==> src/rtl/fetch_stage_if.sv <==
// rtl/fetch_stage_if.sv - fetch stage bundle: counter feedback, instruction memory port, decode handshake
interface fetch_stage_if #(
    parameter int DATA_WIDTH  = 8,
    parameter int INSTR_WIDTH = 16
);
    logic [DATA_WIDTH-1:0]  pc;
    logic                   pc_ld;
    logic [DATA_WIDTH-1:0]  pc_in;
    logic [DATA_WIDTH-1:0]  imem_addr;
    logic [INSTR_WIDTH-1:0] imem_rdata;
    logic                   br_taken;
    logic [DATA_WIDTH-1:0]  br_target;
    logic                   id_valid;
    logic                   id_ready;
    logic [DATA_WIDTH-1:0]  id_pc;
    logic [INSTR_WIDTH-1:0] id_instr;

    modport master (
        input  pc, imem_rdata, br_taken, br_target, id_ready,
        output pc_ld, pc_in, imem_addr, id_valid, id_pc, id_instr
    );

    modport slave (
        output pc, imem_rdata, br_taken, br_target, id_ready,
        input  pc_ld, pc_in, imem_addr, id_valid, id_pc, id_instr
    );
endinterface

==> src/rtl/fetch_stage.sv <==
// rtl/fetch_stage.sv - instruction fetch with one-deep memory pipeline, skid entry and branch flush
module fetch_stage #(
    parameter int DATA_WIDTH  = 8,
    parameter int INSTR_WIDTH = 16
) (
    input logic           clk,
    input logic           reset,
    fetch_stage_if.master bus
);
    logic                   s1_valid;
    logic [DATA_WIDTH-1:0]  s1_pc;
    logic                   sk_valid;
    logic [DATA_WIDTH-1:0]  sk_pc;
    logic [INSTR_WIDTH-1:0] sk_instr;
    logic                   hold;
    logic                   issue;

    assign hold          = bus.id_valid & ~bus.id_ready;
    assign bus.imem_addr = bus.pc;

    // Redirect beats stall; a stall freezes the counter on the address not yet issued.
    always_comb begin
        bus.pc_ld = 1'b1;
        bus.pc_in = bus.pc;
        issue     = 1'b0;
        if (bus.br_taken) begin
            bus.pc_ld = 1'b0;
            bus.pc_in = bus.br_target;
        end else if (hold) begin
            bus.pc_ld = 1'b0;
        end else begin
            issue = 1'b1;
        end
    end

    always_ff @(posedge clk or negedge reset) begin
        if (!reset) begin
            s1_valid     <= 1'b0;
            s1_pc        <= '0;
            sk_valid     <= 1'b0;
            sk_pc        <= '0;
            sk_instr     <= '0;
            bus.id_valid <= 1'b0;
            bus.id_pc    <= '0;
            bus.id_instr <= '0;
        end else begin
            s1_valid <= issue;
            if (issue) begin
                s1_pc <= bus.pc;
            end
            if (bus.br_taken) begin
                bus.id_valid <= 1'b0;
                sk_valid     <= 1'b0;
            end else if (!hold) begin
                if (sk_valid) begin
                    bus.id_valid <= 1'b1;
                    bus.id_pc    <= sk_pc;
                    bus.id_instr <= sk_instr;
                    sk_valid     <= 1'b0;
                end else if (s1_valid) begin
                    bus.id_valid <= 1'b1;
                    bus.id_pc    <= s1_pc;
                    bus.id_instr <= bus.imem_rdata;
                end else begin
                    bus.id_valid <= 1'b0;
                end
            end else if (s1_valid) begin
                // Memory data is only on the bus for this one cycle, so park it.
                sk_valid <= 1'b1;
                sk_pc    <= s1_pc;
                sk_instr <= bus.imem_rdata;
            end
        end
    end
endmodule
==> src/flat_wrapper.sv <==
// flat-port wrapper written by rule: the top's interface ports become plain ports
module fetch_stage_flat 
#(
    parameter int DATA_WIDTH  = 8,
    parameter int INSTR_WIDTH = 16
)
  (clk, reset, bus_pc, bus_imem_rdata, bus_br_taken, bus_br_target, bus_id_ready, bus_pc_ld, bus_pc_in, bus_imem_addr, bus_id_valid, bus_id_pc, bus_id_instr);
  fetch_stage_if #(.DATA_WIDTH(DATA_WIDTH), .INSTR_WIDTH(INSTR_WIDTH)) bus_i ();
  input logic clk;
  input logic reset;
  input wire logic [$bits(bus_i.pc)-1:0] bus_pc;
  input wire logic [$bits(bus_i.imem_rdata)-1:0] bus_imem_rdata;
  input wire logic [$bits(bus_i.br_taken)-1:0] bus_br_taken;
  input wire logic [$bits(bus_i.br_target)-1:0] bus_br_target;
  input wire logic [$bits(bus_i.id_ready)-1:0] bus_id_ready;
  output wire logic [$bits(bus_i.pc_ld)-1:0] bus_pc_ld;
  output wire logic [$bits(bus_i.pc_in)-1:0] bus_pc_in;
  output wire logic [$bits(bus_i.imem_addr)-1:0] bus_imem_addr;
  output wire logic [$bits(bus_i.id_valid)-1:0] bus_id_valid;
  output wire logic [$bits(bus_i.id_pc)-1:0] bus_id_pc;
  output wire logic [$bits(bus_i.id_instr)-1:0] bus_id_instr;
  assign bus_i.pc = bus_pc;
  assign bus_i.imem_rdata = bus_imem_rdata;
  assign bus_i.br_taken = bus_br_taken;
  assign bus_i.br_target = bus_br_target;
  assign bus_i.id_ready = bus_id_ready;
  assign bus_pc_ld = bus_i.pc_ld;
  assign bus_pc_in = bus_i.pc_in;
  assign bus_imem_addr = bus_i.imem_addr;
  assign bus_id_valid = bus_i.id_valid;
  assign bus_id_pc = bus_i.id_pc;
  assign bus_id_instr = bus_i.id_instr;
  fetch_stage #(.DATA_WIDTH(DATA_WIDTH), .INSTR_WIDTH(INSTR_WIDTH)) u_core (.clk(clk), .reset(reset), .bus(bus_i));
endmodule
==> config.mk <==
export PLATFORM = sky130hd
export DESIGN_NAME = fetch_stage_flat
export DESIGN_NICKNAME = d
export VERILOG_FILES = /design/src/rtl/fetch_stage_if.sv /design/src/rtl/fetch_stage.sv /design/src/flat_wrapper.sv
export SDC_FILE = /design/constraint.sdc
export NUM_CORES = 1
export LEC_CHECK = 0
export CORE_ASPECT_RATIO = 1.4
export CORE_MARGIN = 5
export CORE_UTILIZATION = 48
export DETAILED_ROUTE_END_ITERATION = 8
export GPL_ROUTABILITY_DRIVEN = 0
export GPL_TIMING_DRIVEN = 0
export PLACE_DENSITY = 0.91
export SYNTH_ARGS = -nofsm -noshare
export SYNTH_HDL_FRONTEND = slang
export SYNTH_SLANG_ARGS = --single-unit
==> constraint.sdc <==
create_clock -name clk -period 1.8 [get_ports clk]
set_input_delay 0.18 -clock clk [delete_from_list [all_inputs] [get_ports clk]]
set_output_delay 0.18 -clock clk [all_outputs]
set_load 0.005 [all_outputs]
; ---- Word-level counts from Yosys, hierarchy flattened
; Index checks and enable logic that the tools add are counted.
[word_totals]
inputBits = 36
register_bits = 59
out_inout_bits = 42
[classes]
n_bitwise = 4
n_reduce_logical = 3
muxes = 14
eq_ne = 2
[op_table]
columns = cell, n
row1 = $mux W16, 2
row2 = $mux W8, 3
row3 = $mux W1, 9
row4 = $reduce_and A3 Y1, 2
row5 = $ne A3 B2 Y1 const B, 1
row6 = $not A1 Y1, 3
row7 = $ne A2 B2 Y1 const B, 1
row8 = $reduce_bool A2 Y1, 1
row9 = $and A1 B1 Y1, 1

; ---- Depth between registers and ports, before layout
; Gate-level depths: netlist of run 1.
[logic_depth]
word_depth = 4
depth_mapped = 5
depth_no_buf = 3

; ---- Least setup slack after synthesis of run 1
; Ideal clock, no wire load.
[synth_path]
path_kind = register -> register
startpoint = register u_core.bus.id_valid
endpoint = register u_core.bus.id_pc[0]
path_stages_with_launch = 5
arrival_ns = 1.364
path_slack_ns = 0.311
n_path_buf = 1
cell_sequence = dfrtp_1 nor2b_1 nor3_4 buf_6 mux2_2
[synth_between]
elab_chain_len = 3
[synth_lines]
columns = element, line
row1 = from (decl), fetch_stage_if.sv:20  ; output pc_ld, pc_in, imem_addr, id_valid, id_pc, id_instr
row2 = from (signal assigned), fetch_stage.sv:43  ; bus.id_valid <= 1'b0;
row3 = from (signal assigned), fetch_stage.sv:52  ; bus.id_valid <= 1'b0;
row4 = from (signal assigned), fetch_stage.sv:56  ; bus.id_valid <= 1'b1;
row5 = $and A1 B1 Y1, fetch_stage.sv:18  ; assign hold = bus.id_valid & ~bus.id_ready;
row6 = $not A1 Y1 (no source line), n/a
row7 = $reduce_and A3 Y1 (no source line), n/a
row8 = to (signal assigned), fetch_stage.sv:57  ; bus.id_pc <= sk_pc;
row9 = to (signal assigned), fetch_stage.sv:62  ; bus.id_pc <= s1_pc;
row10 = to (decl), fetch_stage_if.sv:20
; Every way passes these cells.
; A chain may end at the register's enable or synchronous reset.

; ---- Worst setup path after layout of run 1
[layout_path]
startpoint = register u_core.bus.id_valid
endpoint = register u_core.bus.id_pc[4]
; The elaborated chain is that of the path after synthesis.

==> results of run 1 <==
==> flip-flops by register name (all words and copies together) (netlist names) <==
signal               count
u_core.bus.id_instr     16
u_core.sk_instr         16
u_core.bus.id_pc         8
u_core.s1_pc             8
u_core.sk_pc             8
u_core.bus.id_valid      1
u_core.s1_valid          1
u_core.sk_valid          1
==> cell type report <==
| cell class | count | area [um2] |
|---|---|---|
| Buffer | 16 | 156 |
| Clock inverter | 2 | 10.0 |
| Multi-Input combinational cell | 96 | 1150 |
| Timing Repair Buffer | 81 | 816 |
| Sequential cell | 59 | 1480 |
| Inverter | 1 | 3.75 |
| Fill cell | 418 | 1710 |
| Clock buffer | 14 | 163 |
| Tap cell | 68 | 85.1 |
==> report_power, final <==
group          internal, mW  switching, mW  leakage (nW)
clock network         0.572          0.468        0.0905
logic                 0.764          0.292         0.864
registers              1.67          0.174         0.711
==> per-stage QoR <==
stage	hold slack (ns)	setup slack, ns	total power, mW
4_1_cts	0.413	0.0178	4.00
2_1_floorplan	-0.116	0.311	2.37
6_report	0.397	0.0978	3.94
5_1_grt	0.470	0.0296	4.16
3_3_place_gp	0.469	-1.26	2.87
3_5_place_dp	0.226	-0.251	2.93
==> metal layers <==
metal | wire, um | GRT usage | share of wire
met1 | 2240 | 0.190 | 0.40
met2 | 2970 | 0.280 | 0.53
met3 | 364 | 0.0471 | 0.065
met4 | 72 | 0.0699 | 0.013
met5 | 0 | 0 | 0
==> timing repair <==
item                                   4_1_cts  5_1_grt
hold buffers                                 1        0
cloned                                       1        0
buffers inserted                             1        0
endpoints found under the hold margin       26        0
setup endpoints to repair                    9        1
resized for setup                            5        1
pin swaps                                    1        0
==> cell families (layout without fill, tap and decap cells) <==
kind of cell | count (synthesis) | in the layout | synth area share
multiplexers | 88 | 88 | 0.384
AND/OR/NAND/NOR | 8 | 8 | 0.0270
flip-flops | 59 | 59 | 0.532
buffers and inverters | 17 | 114 | 0.0577
==> placed cells by master (no fill, tap or decap) <==
master           instances
nor2_1                   2
buf_12                   3
mux2_1                   3
nor2_8                   1
clkdlybuf4s50_1         74
dfrtp_1                 59
inv_1                    1
clkbuf_1                 3
clkinv_2                 2
buf_6                    4
clkbuf_8                11
nor2_4                   1
dlygate4sd2_1            1
buf_2                    1
or2b_1                   1
mux2_4                  20
buf_4                   12
dlygate4sd3_1            1
nor3_4                   1
mux2_2                  65
or3b_4                   1
dlymetal6s2s_1           1
nor2b_2                  1
==> final timing paths <==
path / end / start / cells past startpoint / slack [ns]
worst max-delay path: u_core.bus.id_pc[4] / u_core.bus.id_valid / 4 / 0.1
max in group asynchronous: u_core.sk_instr[4] / reset / 3 / 0.81
worst min register to register: u_core.bus.id_instr[0] / u_core.bus.id_instr[0] / 1 / 0.49
min in group clk: u_core.sk_valid / bus_br_taken / 3 / 0.46
worst min-delay path: u_core.bus.id_instr[10] / reset / 2 / 0.40
worst max register to register: u_core.bus.id_pc[4] / u_core.bus.id_valid / 4 / 0.1
==> run metrics, run 1 <==
status finished clean; count of clock tree sinks 59; overall die width around 74 um; vias post-DR 1,701; first-pass iteration count of the detailed router 4; area of the core 5570 um2; total grt overflow 0; top cells by area, synth dfrtp_1, mux2_2, mux2_4; Post-synth top cells mux2_2, dfrtp_1, mux2_4, buf_4; Num CTS Buffers 9; EDFF count, synth 0; diode count 0; Max Clock Freq between 500 and 600 MHz; Top-Level Pins 78; clock latency at the later pin of the worst-skew pair 0.32 ns; final slew viol count 0; final setup violation count 0; CP cell instances nor2b_2 > nor3_4 > buf_6 > mux2_2; Vias/cell 5.05; Clock transition at path regs ~0.070 ns; number of synthesized register bits 59; Die ar. approximately 7400 um2; synth-to-layout area growth 38.9%; library cells used by synthesis 15; startpoint types flip-flop; crit path time final 1.70 ns; CP Buf/Inv Count 1; Critical Path Slowest Stage Cell dfrtp_1; most frequent cell after synthesis mux2_2; initial antenna violation count 0; worst rel slew slack 0.598; Root Driver clkbuf_8; maximum root-to-sink buffer count 2; num rows 32; top-area cell type share of the netlist area 0.532; Slew @ Worst Pin about 0.60 ns; Max-Cap Viols 0; Synth area leader dfrtp_1; H-tree depth 3; PwrDens 1020 nW/um2; Overall Global Routing Usage 0.165; Final Core Density 0.693; VDD IR max approximately 0.66 mV; FFs w/ async S/R, synth 1.00; WL final about 5600 um; crit path max fanout 10; critical path's top delay family simple AND/OR/NAND/NOR gates; clk_skew approximately 0.009 ns; Lkg Pwr 1.66 nW; layout cells sized above 1 0.457; die height 100 um; Detailed Route Iter0 Violations 47; Yosys Warn Count 0; Synth Instances 172; Post-route DRC 0; Post-Synthesis Cell Area 2780 um2; CP peak stage delay 0.40 ns; Crit Path Class flip-flop to flip-flop; CTS tree yes; Crit path required time 2.00 ns; layout net count 300; Hold Path Class input pin to async pin; syn avg cell area 16.1 um2; largest net degree at the start of global routing 34; worst endpoint data arrival time roughly 1.9 ns; first-pass GRT wire length 9180 um; RSZ-0062 raised after global routing no; number of placed instances, taps included 318; Fin Setup TNS 0 ns; Post-DRT Antenna Nets 0; fin cells 337; post-synth net total between 200 and 250; CP endpoint kind flip-flop; final hold vios 0; placed cell area 3650 um2; post-route cell area a little under 4000 um2; fin crit share 0.946; input/output buffers between 70 and 80; register area share after synthesis 0.532; mean routed wirelength per cell 16.7 um; Synth Flop Type dfrtp_1; initial core utilization 0.499; number of global-route vias before repair between 1,500 and 2,000; hpwl dp 4110 um
No activity file was read; power rests on OpenSTA's default activity.
==> run 2, diff against run 1 <==
--- a/config.mk
+++ b/config.mk
@@ -12,6 +12,7 @@
 export GPL_ROUTABILITY_DRIVEN = 0
 export GPL_TIMING_DRIVEN = 0
 export PLACE_DENSITY = 0.91
+export SLEW_MARGIN = 0
 export SYNTH_ARGS = -nofsm -noshare
 export SYNTH_HDL_FRONTEND = slang
 export SYNTH_SLANG_ARGS = --single-unit
==> results of run 2 <==
Final layout, timing and power as in run 1 (identical DEF).
